### config.mk
export PLATFORM = sky130hd
export DESIGN_NAME = id_ex_reg_flat
export DESIGN_NICKNAME = d
export VERILOG_FILES = /design/src/rtl/mips_pkg.sv /design/src/rtl/id_ex_reg_if.sv /design/src/rtl/fwd_unit.sv /design/src/rtl/id_ex_reg.sv /design/src/flat_wrapper.sv
export SDC_FILE = /design/constraint.sdc
export NUM_CORES = 1
export LEC_CHECK = 0
export BUFFER_PORTS_ARGS = -buffer_cell sky130_fd_sc_hd__buf_2
export CORE_MARGIN = 4
export CORE_UTILIZATION = 50
export CTS_CLUSTER_SIZE = 28
export DETAILED_ROUTE_END_ITERATION = 16
export PLACE_DENSITY = 0.8
export SLEW_MARGIN = 20
export SYNTH_ARGS = -nofsm -noshare
export SYNTH_HDL_FRONTEND = slang
export SYNTH_HIERARCHICAL = 1
export SYNTH_SLANG_ARGS = --single-unit
### constraint.sdc
create_clock -name clk -period 3.4 [get_ports clk]
set_clock_uncertainty 0.1 [all_clocks]
set_input_delay 0.17 -clock clk [delete_from_list [all_inputs] [get_ports clk]]
set_output_delay 0.17 -clock clk [all_outputs]
set_load 0.01 [all_outputs]
### src/rtl/mips_pkg.sv
`default_nettype none
// +--------------------------------------------------------------------------+
// | mips_pkg : ALU codes, reg_dst encodings and ID/EX register layout        |
// | Revision : 1.0                                                           |
// +--------------------------------------------------------------------------+
package mips_pkg;

  localparam logic [4:0] c_ALU_AND = 5'b00000;
  localparam logic [4:0] c_ALU_OR  = 5'b00001;
  localparam logic [4:0] c_ALU_ADD = 5'b00010;
  localparam logic [4:0] c_ALU_SUB = 5'b00110;
  localparam logic [4:0] c_ALU_SLT = 5'b00111;
  localparam logic [4:0] c_ALU_NOR = 5'b01100;
  localparam logic [4:0] c_ALU_XOR = 5'b01101;
  localparam logic [4:0] c_ALU_SLL = 5'b10000;
  localparam logic [4:0] c_ALU_SRL = 5'b11000;
  localparam logic [4:0] c_ALU_SRA = 5'b11001;
  localparam logic [4:0] c_ALU_MUL = 5'b11010;

  typedef enum logic [1:0] {
    REG_DST_RT   = 2'd0,
    REG_DST_RD   = 2'd1,
    REG_DST_R31  = 2'd2,
    REG_DST_NONE = 2'd3
  } reg_dst_e;

  typedef struct packed {
    logic        valid;
    logic        reg_write;
    logic        mem_read;
    logic        mem_write;
    logic        mem_to_reg;
    logic [4:0]  alu_ctl;
    logic        sign;
    logic        src1_shamt;
    logic        src2_imm;
    logic [31:0] pc_plus4;
    logic [31:0] rs_data;
    logic [31:0] rt_data;
    logic [31:0] imm_ext;
    logic [4:0]  shamt;
    logic [4:0]  rs;
    logic [4:0]  rt;
    logic [4:0]  dst;
  } idex_t;

  function automatic logic [31:0] ext_imm16(input logic [15:0] imm, input logic sign_ext);
    return {{16{sign_ext & imm[15]}}, imm};
  endfunction

  function automatic logic [4:0] dst_sel(input logic [1:0] sel, input logic [4:0] rt,
                                         input logic [4:0] rd);
    logic [4:0] r;
    case (reg_dst_e'(sel))
      REG_DST_RT:  r = rt;
      REG_DST_RD:  r = rd;
      REG_DST_R31: r = 5'd31;
      default:     r = 5'd0;
    endcase
    return r;
  endfunction

endpackage
`default_nettype wire

### src/rtl/id_ex_reg_if.sv
`default_nettype none
// +--------------------------------------------------------------------------+
// | id_ex_reg_if : ID-side inputs, forwarding sources and EX-side outputs    |
// | Revision : 1.0                                                           |
// +--------------------------------------------------------------------------+
interface id_ex_reg_if;
  logic        stall, flush, id_valid;
  logic [31:0] id_pc_plus4, id_rs_data, id_rt_data;
  logic [15:0] id_imm16;
  logic [4:0]  id_shamt, id_rs, id_rt, id_rd, id_alu_ctl;
  logic        id_sign, id_ext_op, id_src1_shamt, id_src2_imm;
  logic [1:0]  id_reg_dst;
  logic        id_reg_write, id_mem_read, id_mem_write, id_mem_to_reg;
  logic        exmem_reg_write, memwb_reg_write;
  logic [4:0]  exmem_rd, memwb_rd;
  logic [31:0] exmem_result, memwb_result;
  logic [31:0] ex_in1, ex_in2, ex_store_data, ex_pc_plus4;
  logic [4:0]  ex_alu_ctl, ex_dst;
  logic        ex_sign, ex_valid, ex_reg_write, ex_mem_read, ex_mem_write, ex_mem_to_reg;
  logic        load_use;

  modport master (
    output stall, flush, id_valid, id_pc_plus4, id_rs_data, id_rt_data, id_imm16,
           id_shamt, id_rs, id_rt, id_rd, id_alu_ctl, id_sign, id_ext_op,
           id_src1_shamt, id_src2_imm, id_reg_dst, id_reg_write, id_mem_read,
           id_mem_write, id_mem_to_reg, exmem_reg_write, memwb_reg_write,
           exmem_rd, memwb_rd, exmem_result, memwb_result,
    input  ex_in1, ex_in2, ex_store_data, ex_pc_plus4, ex_alu_ctl, ex_dst, ex_sign,
           ex_valid, ex_reg_write, ex_mem_read, ex_mem_write, ex_mem_to_reg, load_use
  );

  modport slave (
    input  stall, flush, id_valid, id_pc_plus4, id_rs_data, id_rt_data, id_imm16,
           id_shamt, id_rs, id_rt, id_rd, id_alu_ctl, id_sign, id_ext_op,
           id_src1_shamt, id_src2_imm, id_reg_dst, id_reg_write, id_mem_read,
           id_mem_write, id_mem_to_reg, exmem_reg_write, memwb_reg_write,
           exmem_rd, memwb_rd, exmem_result, memwb_result,
    output ex_in1, ex_in2, ex_store_data, ex_pc_plus4, ex_alu_ctl, ex_dst, ex_sign,
           ex_valid, ex_reg_write, ex_mem_read, ex_mem_write, ex_mem_to_reg, load_use
  );
endinterface
`default_nettype wire

### src/rtl/fwd_unit.sv
`default_nettype none
// +--------------------------------------------------------------------------+
// | fwd_unit : selects EX/MEM, then MEM/WB, then register-file operand data  |
// | Revision : 1.0                                                           |
// +--------------------------------------------------------------------------+
module fwd_unit #(
  parameter int FWD_EN = 1
) (
  input  logic [4:0]  idx_i,
  input  logic [31:0] reg_data_i,
  input  logic        exmem_reg_write_i,
  input  logic [4:0]  exmem_rd_i,
  input  logic [31:0] exmem_result_i,
  input  logic        memwb_reg_write_i,
  input  logic [4:0]  memwb_rd_i,
  input  logic [31:0] memwb_result_i,
  output logic [31:0] data_o
);
  logic w_exmem_hit, w_memwb_hit;

  // r0 is hardwired to zero, so a pending write to it must never be forwarded.
  always_comb begin
    w_exmem_hit = (FWD_EN != 0) && exmem_reg_write_i && (exmem_rd_i != 5'd0) &&
                  (exmem_rd_i == idx_i);
    w_memwb_hit = (FWD_EN != 0) && memwb_reg_write_i && (memwb_rd_i != 5'd0) &&
                  (memwb_rd_i == idx_i);
    if (w_exmem_hit)      data_o = exmem_result_i;
    else if (w_memwb_hit) data_o = memwb_result_i;
    else                  data_o = reg_data_i;
  end
endmodule
`default_nettype wire

### src/rtl/id_ex_reg.sv
`default_nettype none
// +--------------------------------------------------------------------------+
// | id_ex_reg : ID/EX pipeline register with operand forwarding, load-use    |
// | Revision : 1.0                                                           |
// +--------------------------------------------------------------------------+
module id_ex_reg
  import mips_pkg::*;
#(
  parameter int FWD_EN = 1
) (
  input  logic       clk,
  input  logic       rst_n,
  id_ex_reg_if.slave idex
);
  idex_t       pipe_q, pipe_d, w_load;
  logic [31:0] w_rs_fwd, w_rt_fwd;

  always_comb begin
    w_load.valid      = idex.id_valid;
    w_load.reg_write  = idex.id_reg_write;
    w_load.mem_read   = idex.id_mem_read;
    w_load.mem_write  = idex.id_mem_write;
    w_load.mem_to_reg = idex.id_mem_to_reg;
    w_load.alu_ctl    = idex.id_alu_ctl;
    w_load.sign       = idex.id_sign;
    w_load.src1_shamt = idex.id_src1_shamt;
    w_load.src2_imm   = idex.id_src2_imm;
    w_load.pc_plus4   = idex.id_pc_plus4;
    w_load.rs_data    = idex.id_rs_data;
    w_load.rt_data    = idex.id_rt_data;
    w_load.imm_ext    = ext_imm16(idex.id_imm16, idex.id_ext_op);
    w_load.shamt      = idex.id_shamt;
    w_load.rs         = idex.id_rs;
    w_load.rt         = idex.id_rt;
    w_load.dst        = dst_sel(idex.id_reg_dst, idex.id_rt, idex.id_rd);

    // Flush wins over stall so a load-use bubble is inserted even while held.
    pipe_d = pipe_q;
    if (idex.flush) begin
      pipe_d         = '0;
      pipe_d.alu_ctl = c_ALU_AND;
    end else if (!idex.stall) begin
      pipe_d = w_load;
    end
  end

  always_ff @(posedge clk or negedge rst_n) begin
    if (!rst_n) pipe_q <= '0;
    else        pipe_q <= pipe_d;
  end

  fwd_unit #(.FWD_EN(FWD_EN)) u_fwd_rs (
    .idx_i(pipe_q.rs), .reg_data_i(pipe_q.rs_data),
    .exmem_reg_write_i(idex.exmem_reg_write), .exmem_rd_i(idex.exmem_rd),
    .exmem_result_i(idex.exmem_result),
    .memwb_reg_write_i(idex.memwb_reg_write), .memwb_rd_i(idex.memwb_rd),
    .memwb_result_i(idex.memwb_result), .data_o(w_rs_fwd)
  );

  fwd_unit #(.FWD_EN(FWD_EN)) u_fwd_rt (
    .idx_i(pipe_q.rt), .reg_data_i(pipe_q.rt_data),
    .exmem_reg_write_i(idex.exmem_reg_write), .exmem_rd_i(idex.exmem_rd),
    .exmem_result_i(idex.exmem_result),
    .memwb_reg_write_i(idex.memwb_reg_write), .memwb_rd_i(idex.memwb_rd),
    .memwb_result_i(idex.memwb_result), .data_o(w_rt_fwd)
  );

  assign idex.ex_in1        = pipe_q.src1_shamt ? {27'b0, pipe_q.shamt} : w_rs_fwd;
  assign idex.ex_in2        = pipe_q.src2_imm ? pipe_q.imm_ext : w_rt_fwd;
  assign idex.ex_store_data = w_rt_fwd;
  assign idex.ex_alu_ctl    = pipe_q.alu_ctl;
  assign idex.ex_sign       = pipe_q.sign;
  assign idex.ex_dst        = pipe_q.dst;
  assign idex.ex_pc_plus4   = pipe_q.pc_plus4;
  assign idex.ex_valid      = pipe_q.valid;
  assign idex.ex_reg_write  = pipe_q.reg_write;
  assign idex.ex_mem_read   = pipe_q.mem_read;
  assign idex.ex_mem_write  = pipe_q.mem_write;
  assign idex.ex_mem_to_reg = pipe_q.mem_to_reg;

  assign idex.load_use = pipe_q.valid & pipe_q.mem_read & (pipe_q.dst != 5'd0) &
                         ((pipe_q.dst == idex.id_rs) | (pipe_q.dst == idex.id_rt));
endmodule
`default_nettype wire
### src/flat_wrapper.sv
// flat-port wrapper written by rule: the top's interface ports become plain ports
module id_ex_reg_flat import mips_pkg::*;
#(
  parameter int FWD_EN = 1
)
  (clk, rst_n, idex_stall, idex_flush, idex_id_valid, idex_id_pc_plus4, idex_id_rs_data, idex_id_rt_data, idex_id_imm16, idex_id_shamt, idex_id_rs, idex_id_rt, idex_id_rd, idex_id_alu_ctl, idex_id_sign, idex_id_ext_op, idex_id_src1_shamt, idex_id_src2_imm, idex_id_reg_dst, idex_id_reg_write, idex_id_mem_read, idex_id_mem_write, idex_id_mem_to_reg, idex_exmem_reg_write, idex_memwb_reg_write, idex_exmem_rd, idex_memwb_rd, idex_exmem_result, idex_memwb_result, idex_ex_in1, idex_ex_in2, idex_ex_store_data, idex_ex_pc_plus4, idex_ex_alu_ctl, idex_ex_dst, idex_ex_sign, idex_ex_valid, idex_ex_reg_write, idex_ex_mem_read, idex_ex_mem_write, idex_ex_mem_to_reg, idex_load_use);
  id_ex_reg_if idex_i ();
  input  logic clk;
  input  logic rst_n;
  input wire logic [$bits(idex_i.stall)-1:0] idex_stall;
  input wire logic [$bits(idex_i.flush)-1:0] idex_flush;
  input wire logic [$bits(idex_i.id_valid)-1:0] idex_id_valid;
  input wire logic [$bits(idex_i.id_pc_plus4)-1:0] idex_id_pc_plus4;
  input wire logic [$bits(idex_i.id_rs_data)-1:0] idex_id_rs_data;
  input wire logic [$bits(idex_i.id_rt_data)-1:0] idex_id_rt_data;
  input wire logic [$bits(idex_i.id_imm16)-1:0] idex_id_imm16;
  input wire logic [$bits(idex_i.id_shamt)-1:0] idex_id_shamt;
  input wire logic [$bits(idex_i.id_rs)-1:0] idex_id_rs;
  input wire logic [$bits(idex_i.id_rt)-1:0] idex_id_rt;
  input wire logic [$bits(idex_i.id_rd)-1:0] idex_id_rd;
  input wire logic [$bits(idex_i.id_alu_ctl)-1:0] idex_id_alu_ctl;
  input wire logic [$bits(idex_i.id_sign)-1:0] idex_id_sign;
  input wire logic [$bits(idex_i.id_ext_op)-1:0] idex_id_ext_op;
  input wire logic [$bits(idex_i.id_src1_shamt)-1:0] idex_id_src1_shamt;
  input wire logic [$bits(idex_i.id_src2_imm)-1:0] idex_id_src2_imm;
  input wire logic [$bits(idex_i.id_reg_dst)-1:0] idex_id_reg_dst;
  input wire logic [$bits(idex_i.id_reg_write)-1:0] idex_id_reg_write;
  input wire logic [$bits(idex_i.id_mem_read)-1:0] idex_id_mem_read;
  input wire logic [$bits(idex_i.id_mem_write)-1:0] idex_id_mem_write;
  input wire logic [$bits(idex_i.id_mem_to_reg)-1:0] idex_id_mem_to_reg;
  input wire logic [$bits(idex_i.exmem_reg_write)-1:0] idex_exmem_reg_write;
  input wire logic [$bits(idex_i.memwb_reg_write)-1:0] idex_memwb_reg_write;
  input wire logic [$bits(idex_i.exmem_rd)-1:0] idex_exmem_rd;
  input wire logic [$bits(idex_i.memwb_rd)-1:0] idex_memwb_rd;
  input wire logic [$bits(idex_i.exmem_result)-1:0] idex_exmem_result;
  input wire logic [$bits(idex_i.memwb_result)-1:0] idex_memwb_result;
  output wire logic [$bits(idex_i.ex_in1)-1:0] idex_ex_in1;
  output wire logic [$bits(idex_i.ex_in2)-1:0] idex_ex_in2;
  output wire logic [$bits(idex_i.ex_store_data)-1:0] idex_ex_store_data;
  output wire logic [$bits(idex_i.ex_pc_plus4)-1:0] idex_ex_pc_plus4;
  output wire logic [$bits(idex_i.ex_alu_ctl)-1:0] idex_ex_alu_ctl;
  output wire logic [$bits(idex_i.ex_dst)-1:0] idex_ex_dst;
  output wire logic [$bits(idex_i.ex_sign)-1:0] idex_ex_sign;
  output wire logic [$bits(idex_i.ex_valid)-1:0] idex_ex_valid;
  output wire logic [$bits(idex_i.ex_reg_write)-1:0] idex_ex_reg_write;
  output wire logic [$bits(idex_i.ex_mem_read)-1:0] idex_ex_mem_read;
  output wire logic [$bits(idex_i.ex_mem_write)-1:0] idex_ex_mem_write;
  output wire logic [$bits(idex_i.ex_mem_to_reg)-1:0] idex_ex_mem_to_reg;
  output wire logic [$bits(idex_i.load_use)-1:0] idex_load_use;
  assign idex_i.stall = idex_stall;
  assign idex_i.flush = idex_flush;
  assign idex_i.id_valid = idex_id_valid;
  assign idex_i.id_pc_plus4 = idex_id_pc_plus4;
  assign idex_i.id_rs_data = idex_id_rs_data;
  assign idex_i.id_rt_data = idex_id_rt_data;
  assign idex_i.id_imm16 = idex_id_imm16;
  assign idex_i.id_shamt = idex_id_shamt;
  assign idex_i.id_rs = idex_id_rs;
  assign idex_i.id_rt = idex_id_rt;
  assign idex_i.id_rd = idex_id_rd;
  assign idex_i.id_alu_ctl = idex_id_alu_ctl;
  assign idex_i.id_sign = idex_id_sign;
  assign idex_i.id_ext_op = idex_id_ext_op;
  assign idex_i.id_src1_shamt = idex_id_src1_shamt;
  assign idex_i.id_src2_imm = idex_id_src2_imm;
  assign idex_i.id_reg_dst = idex_id_reg_dst;
  assign idex_i.id_reg_write = idex_id_reg_write;
  assign idex_i.id_mem_read = idex_id_mem_read;
  assign idex_i.id_mem_write = idex_id_mem_write;
  assign idex_i.id_mem_to_reg = idex_id_mem_to_reg;
  assign idex_i.exmem_reg_write = idex_exmem_reg_write;
  assign idex_i.memwb_reg_write = idex_memwb_reg_write;
  assign idex_i.exmem_rd = idex_exmem_rd;
  assign idex_i.memwb_rd = idex_memwb_rd;
  assign idex_i.exmem_result = idex_exmem_result;
  assign idex_i.memwb_result = idex_memwb_result;
  assign idex_ex_in1 = idex_i.ex_in1;
  assign idex_ex_in2 = idex_i.ex_in2;
  assign idex_ex_store_data = idex_i.ex_store_data;
  assign idex_ex_pc_plus4 = idex_i.ex_pc_plus4;
  assign idex_ex_alu_ctl = idex_i.ex_alu_ctl;
  assign idex_ex_dst = idex_i.ex_dst;
  assign idex_ex_sign = idex_i.ex_sign;
  assign idex_ex_valid = idex_i.ex_valid;
  assign idex_ex_reg_write = idex_i.ex_reg_write;
  assign idex_ex_mem_read = idex_i.ex_mem_read;
  assign idex_ex_mem_write = idex_i.ex_mem_write;
  assign idex_ex_mem_to_reg = idex_i.ex_mem_to_reg;
  assign idex_load_use = idex_i.load_use;
  id_ex_reg #(.FWD_EN(FWD_EN)) u_core (.clk(clk), .rst_n(rst_n), .idex(idex_i));
endmodule
Word-level counts from Yosys, hierarchy flattened
Index checks and enable logic that the tools add are counted.
Widths: inputs -> output; s select.

cells by class
  reductions and logical operators = 10
  muxes and demuxes = 9
  bitwise logic cells = 5
  equality and inequality tests = 9

operators by type and width
  kind                number
  $mux 161            2
  $mux 32             6
  $eq 5x5->1          6
  $pmux 5 s3          1
  $reduce_bool 5->1   3
  $logic_and 1x1->1   6
  $and 1x1->1         4
  $eq 2x1->1 const B  1
  $eq 2x2->1 const B  1
  $logic_not 2->1     1
  $ne 2x1->1 const B  1
  $or 1x1->1          1

word-level totals
  register bits after elaboration = 161
  output and inout port bits = 145

Depth between registers and ports, before layout
Gate-level depths: netlist (run 1).

  depth after elaboration = 6
  depth in mapped cells = 8

Hierarchy
Netlist (run 1), hierarchy kept.

modules (own cells, without submodules)
  module     sequential area each (um^2)  times used  cells an instance  area an instance (um^2)
  id_ex_reg  3653.5                       1           633                6962.9
  fwd_unit   0.0                          2           185                1167.4

Worst setup path after synthesis (run 1)
Ideal clock, no wire load.

  path kind = register to output
  start = reg u_core/pipe_q[7] in the netlist's numbering
  end = out idex_ex_in2[16]
  buffers on the path = 1
  path slack = 1.160 ns
  required time = 3.130 ns
  arrival time = 1.970 ns
  cell stages (with the launch flop) = 8
  path through = dfrtp_1 nor4_1 o21a_1 buf_1 o31ai_1 a31oi_1 inv_1 o21ai_0

on the way
  word-level cells in the longest chain between the ends = 5

RTL lines
  element                     RTL line            source
  start: declaration          id_ex_reg.sv:15     idex_t pipe_q, pipe_d, w_load;
  start signal: assignment    id_ex_reg.sv:49     else pipe_q <= pipe_d;
  $eq 5x5->1                  fwd_unit.sv:26      (memwb_rd_i == idx_i);
  $logic_and 1x1->1           fwd_unit.sv:25      w_memwb_hit = (FWD_EN != 0) && memwb_reg_write_i && (memwb_rd_i != 5'd0) &&
  $mux 32                     fwd_unit.sv:28      else if (w_memwb_hit) data_o = memwb_result_i;
  $mux 32 *                   fwd_unit.sv:27      if (w_exmem_hit) data_o = exmem_result_i;
  via idex_ex_store_data[16]  flat_wrapper.sv:39  output wire logic [$bits(idex_i.ex_store_data)-1:0] idex_ex_store_data;
  $mux 32 *                   id_ex_reg.sv:69     assign idex.ex_in2 = pipe_q.src2_imm ? pipe_q.imm_ext : w_rt_fwd;
  end: declaration            flat_wrapper.sv:38  output wire logic [$bits(idex_i.ex_in2)-1:0] idex_ex_in2;

Mark *: on every way through the listed nets, which the timed path passes. The rest lies on a longest branch.

Worst setup path after layout (run 1)
  start = reg u_core/pipe_q[9] in the netlist's numbering
  end = out idex_ex_in2[4]

on the way
  word-level cells in the longest chain between the ends = 5

RTL lines
  element            RTL line
  $eq 5x5->1         fwd_unit.sv:26
  $logic_and 1x1->1  fwd_unit.sv:25
  $mux 32            fwd_unit.sv:28
  $mux 32 *          fwd_unit.sv:27
  $mux 32 *          id_ex_reg.sv:69

Mark *: on every way between the ends. The rest lies on a longest branch, timed or not.

==> reports/qor.txt, run 1 <==
largest net degree at the start of global routing -> 92
I/O Buffers -> 372
Critical Path, Cell by Cell -> or2_1, o21ai_4, nand4_1, a31oi_1, mux2_2, buf_2
Top reg by flops -> u_core/pipe_q
commonest register cell after synthesis -> dfrtp_1
Leak -> 6.400 nW
Worst setup EP type -> output port
gpl congestion -> 0.9804
htree depth -> 4
Yosys reg bits -> 146
layout cells sized above 1 -> 32.45%
Slew Limit Fails -> 0
DRC viols -> 0
number of routed nets with antenna violations -> 0
average wire per standard cell -> 22.73 um
clock share of power -> 38.0%
Num CTS Buffers -> 17
DR pass1 iterations -> 6
switch share -> 31.45%
sequential share of the synthesized area -> 39.29%
normalized max-slew margin -> 28.08%
io pins -> 373
WHS -> 0.07554 ns
Ys Warns -> 6
Hold Vio Cnt, Final -> 0
fin crit period -> 3.246 ns
VDD IR-drop max -> 338.3 uV
Int Power -> 0.003546 W
switching power -> 0.001627 W
CP Data Arrival Time -> 2.98 ns
Post-Syn Area -> 9298 um^2
post-CTS setup buffers -> 0
Syn Nets -> 1,231
Tot GR Track Use -> 35.09%
Logic pwr share -> 25.1%
WP buf/inv -> 1
Setup-failing EPs final -> 0
post-DP HPWL -> 24,170 um
Hold WC Path Type -> in -> reg
overall power -> 0.005173 W
most common cell after layout, fill and taps aside -> buf_2
syn_area_per_cell -> 9.270 um^2
DR iter-0 viols -> 1,205
first-pass GRT wire length -> 56,350 um
worst skew pair latency -> 0.43 ns
Top Layer Used -> met5
Flop pwr share -> 37.0%
Area contributors post-synth -> dfrtp_1 39%, mux2i_1 15%, nor2_1 6.1%
CTS Sinks -> 146
TNS Setup -> 0 ns
status -> finished clean
RSZ-0062 raised after global routing -> no
cell with the largest stage delay on the worst path -> o21ai_4
most frequent cells in the layout -> 369 x buf_2, 150 x nor2_1, 147 x dlygate4sd3_1
Yosys cell types -> 34
CTS tree -> done
initial antenna violation count -> 7
Worst Path Max Fanout -> 32
M1 WL -> 14,080 um
Via Count -> 10.21k
worst-case clock buffer depth -> 2
max reg flops -> 98
CP peak stage delay -> 0.80 ns
final net count -> 1,651
Root Driver -> clkbuf_16
CP Class -> reg -> out
Post-synth ARST share -> 100.0%
Post-synth EDFFs -> 0
share of the clock period used by the worst path -> 95.46%
final WL -> 37,980 um
Peak Freq -> 308.1 MHz
Worst-path clk slew -> 0.07 ns
placement row count -> 49
number of vias per cell -> 6.112
startpoint types -> flip-flop
total grt overflow -> 0
cell taking the most area after synthesis -> dfrtp_1
die width -> 144.4 um
Starting Density -> 51.23%
Synth Instances -> 1,003
Cell Pwr Density -> 398.1 nW/um^2
die height -> 144.4 um
Worst EP required -> 3.13 ns
CP top delay family -> compound AO/OA/AOI/OAI gates
DR WL met3 -> 4182 um
synthesis-to-finish area growth -> 39.77%
post-synth top area share -> 39.29%
die area -> 20,840 um^2
Routed met2 length -> 18,240 um
vias in the first global route -> 10.16k
Max Cap Viol -> 0
Core ar. -> 18,150 um^2
worst-margin pin slew -> 1.075 ns
==> worst min-delay path: cells and delay by family <==
family                 cells  cell delay [ns]
AOI/OAI and AO/OA          2             0.26
buffers and inverters      1             0.13
==> area by class of cell <==
class | instances | area (um^2)
tap | 229 | 286.5
sequential | 146 | 3654
antenna | 6 | 15.01
clock inverter | 14 | 178.9
fill | 1259 | 5152
multi-input combinational | 693 | 4758
inverter | 16 | 60.06
timing repair buffer | 549 | 3613
clock buffer | 18 | 429.2
==> per-layer routing <==
| layer | track usage [%] | up-vias |
|---|---|---|
| li1 | - | 4486 |
| met1 | 43.40 | 4764 |
| met2 | 58.11 | 800 |
| met4 | 16.40 | 4 |
| met3 | 8.366 | 159 |
| met5 | 0 | - |
==> power by group through the flow <==
stage	registers, W	clock network, W	logic [W]
after floorplan	0.00191	0	0.000669
after CTS	0.00191	0.00198	0.00125
after detailed placement	0.00194	0	0.00111
after global placement	0.00193	0	0.00110
after global routing	0.00192	0.00207	0.00138
final	0.00191	0.00197	0.00130
==> repair_timing <==
action                    in CTS  in global routing
hold endpoints to repair     236                  0
hold buffers                 147                  0
gates resized for setup        0                  0
==> metrics by stage <==
step           area, um^2  utilization (%)  instances  setup slack (ns)
2_1_floorplan        9298                -       1003             1.160
3_3_place_gp        10900            60.07       1486            0.7309
3_5_place_dp        10900            60.07       1486            0.6897
4_1_cts             12980            71.53       1665            0.2430
5_1_grt             12990            71.58       1669           0.08242
6_report            13000            71.61       1671            0.1544
==> synthesized netlist by cell type, drive strengths merged (16+ instances only) <==
library cell and count:
buf 90, xnor2 20, inv 16, nor4 66, o31ai 64, a31oi 64, nor2 150, mux2 21
o21ai 23, dfrtp 146, mux2i 140, clkbuf 58, nor2b 29, nand4 64
==> worst paths after layout <==
| check | start | end | slack (ns) | cells after the start |
|---|---|---|---|---|
| hold / removal | idex_id_reg_dst[0] | u_core/idex.ex_dst[0]$_DFFE_PN0P_ | 0.08 | 3 |
| min in group asynchronous | rst_n | u_core/idex.ex_alu_ctl[1]$_DFFE_PN0P_ | 0.28 | 2 |
| max in group asynchronous | rst_n | u_core/idex.ex_alu_ctl[4]$_DFFE_PN0P_ | 2.11 | 3 |
| setup reg to reg | u_core/pipe_q[149]$_DFFE_PN0P_ | u_core/pipe_q[149]$_DFFE_PN0P_ | 2.26 | 2 |
| setup / recovery | u_core/pipe_q[9]$_DFFE_PN0P_ | idex_ex_in2[4] | 0.15 | 6 |
| hold reg to reg | u_core/pipe_q[19]$_DFFE_PN0P_ | u_core/pipe_q[19]$_DFFE_PN0P_ | 0.42 | 2 |
==> cells by family after synthesis <==
kind of cell	synth area share (%)
and+or+nand+nor	18.71
buffers and inverters	9.985
DFF	39.29
xor gates and xnor gates	2.449
muxes	17.62
AOI/OAI and AO/OA	11.95
(Power assumes the default switching activity.)
==> inputs of run 2 (changes only) <==
==> constraint.sdc (replaced) <==
create_clock -name clk -period 3.4 [get_ports clk]
set_clock_uncertainty 0.1 [all_clocks]
set_input_delay 0.34 -clock clk [delete_from_list [all_inputs] [get_ports clk]]
set_output_delay 0.34 -clock clk [all_outputs]
set_load 0.01 [all_outputs]
==> run 2 against run 1 <==
Flip-flop and latch count stayed put. Register-to-register slack got worse by 0.59 ns. Combinational power decreased by 12%.
==> reports/qor.txt, run 2 (synthesis results as in run 1) <==
status -> finished clean
RSZ-0062 raised after global routing -> no
share of the clock period used by the worst path -> 95.96%
CTS Sinks -> 146
CP top delay family -> compound AO/OA/AOI/OAI gates
Worst setup EP type -> output port
most common cell after layout, fill and taps aside -> buf_2
Worst Path Max Fanout -> 32
fin crit period -> 3.263 ns
R2R Path End -> u_core/pipe_q[148]$_DFFE_PN0P_
Worst-path clk slew -> 0.07 ns
post-DP HPWL -> 24,170 um
total grt overflow -> 0
io pins -> 373
number of routed nets with antenna violations -> 0
CTS tree -> done
cell with the largest stage delay on the worst path -> o21ai_4
Critical Path, Cell by Cell -> or2_1, o21ai_4, nand4_1, a31oi_1, mux2_2, buf_2
startpoint types -> flip-flop
Top reg by flops -> u_core/pipe_q
Hold WC Path Type -> in -> reg
synthesis-to-finish area growth -> 24.24%
Setup-failing EPs final -> 0
die height -> 144.4 um
Max Cap Viol -> 0
Root Driver -> clkbuf_16
final net count -> 1,506
die width -> 144.4 um
CP peak stage delay -> 0.78 ns
Peak Freq -> 306.5 MHz
normalized max-slew margin -> 28.69%
first-pass GRT wire length -> 50,980 um
Via Count -> 9,461
VDD IR-drop max -> 331.3 uV
htree depth -> 4
DRC viols -> 0
number of vias per cell -> 6.188
max reg flops -> 98
Core ar. -> 18,150 um^2
worst r2r path cells -> 3
Leak -> 5.780 nW
largest net degree at the start of global routing -> 80
post-CTS setup buffers -> 0
hold path startpoint -> idex_id_rt_data[28]
Num CTS Buffers -> 17
Slew Limit Fails -> 0
Starting Density -> 51.23%
Cell Pwr Density -> 427.8 nW/um^2
DR iter-0 viols -> 873
gpl congestion -> 0.9363
final WL -> 34,280 um
die area -> 20,840 um^2
Hold Path Sink -> u_core/pipe_q[80]$_DFFE_PN0P_
DR pass1 iterations -> 6
worst-case clock buffer depth -> 2
placement row count -> 49
WP buf/inv -> 1
fillers -> 1,603
average wire per standard cell -> 22.42 um
I/O Buffers -> 372
worst-margin pin slew -> 1.070 ns
worst skew pair latency -> 0.42 ns
CP Class -> reg -> out
worst r2r src -> u_core/pipe_q[148]$_DFFE_PN0P_
most frequent cells in the layout -> 369 x buf_2, 150 x nor2_1, 146 x dfrtp_1
layout cells sized above 1 -> 36.33%
Hold Vio Cnt, Final -> 0
worst reg-to-reg setup slack -> 1.67 ns
TNS Setup -> 0 ns
Worst EP required -> 2.96 ns
worst hold stages -> 3
Tot GR Track Use -> 31.54%
initial antenna violation count -> 11
WHS -> 0.05322 ns
CP Data Arrival Time -> 2.82 ns
vias in the first global route -> 9,279
==> run 2: per-layer routing <==
metal  global-route usage, %  part of all wire (%)
met1                   40.43                    38
met2                   50.28                    47
met3                   7.705                    11
met4                   15.02                   3.7
met5                       0                 0.096
==> run 2: report_power, final <==
part           switching, W  internal [W]
Clock              0.000798       0.00109
Sequential        0.0000805       0.00183
Combinational      0.000699      0.000439
Total               0.00158       0.00336
==> run 2: per-stage QoR <==
stage | setup WS (ns) | instances | instance area, um^2 | util, % | power (W)
after global placement | 0.5736 | 1487 | 10920 | 60.18 | 0.003041
after global routing | 0.05162 | 1529 | 11550 | 63.65 | 0.005134
after CTS | 0.08424 | 1520 | 11520 | 63.46 | 0.004951
after detailed placement | 0.4696 | 1487 | 10920 | 60.18 | 0.003061
final | 0.1373 | 1529 | 11550 | 63.65 | 0.004941
after floorplan | 0.9902 | 1003 | 9298 | - | 0.002583
==> run 2: what timing repair did <==
action	4_1_cts	5_1_grt
hold buffers	1	0
resized for setup	0	2
hold endpoints to repair	67	0
endpoints found under the setup margin	0	6
==> run 2: final cells by class <==
cell class | instances | area [um^2] | share of cell area [%]
sequential | 146 | 3654 | 31.63
tap | 229 | 286.5 | 2.480
clock buffer | 18 | 429.2 | 3.715
timing repair buffer | 404 | 2172 | 18.80
inverter | 16 | 60.06 | 0.5199
antenna | 9 | 22.52 | 0.1950
clock inverter | 14 | 156.4 | 1.354
multi-input combinational | 693 | 4771 | 41.30
==> run 2: how the worst max path moves through the flow <==
| stage | from | endpoint | slack, ns | cells after the start |
|---|---|---|---|---|
| 6_report | u_core/pipe_q[14]$_DFFE_PN0P_ | idex_ex_in1[4] | 0.14 | 6 |
| 5_1_grt | u_core/pipe_q[14]$_DFFE_PN0P_ | idex_ex_in1[4] | 0.05 | 6 |
| 4_1_cts | u_core/pipe_q[12]$_DFFE_PN0P_ | idex_ex_in1[4] | 0.08 | 7 |
| 3_5_place_dp | idex_memwb_rd[1] | idex_ex_in1[4] | 0.47 | 8 |
| 3_3_place_gp | idex_memwb_rd[1] | idex_ex_in2[18] | 0.57 | 9 |
| 2_1_floorplan | u_core/pipe_q[7]$_DFFE_PN0P_ | idex_ex_in2[16] | 0.99 | 7 |
==> run 2: tightest hold or removal path, delay by kind of cell <==
family        cells  cell delay [ns]
simple gates      1             0.08
mux               1             0.05
buf+inv           1             0.07
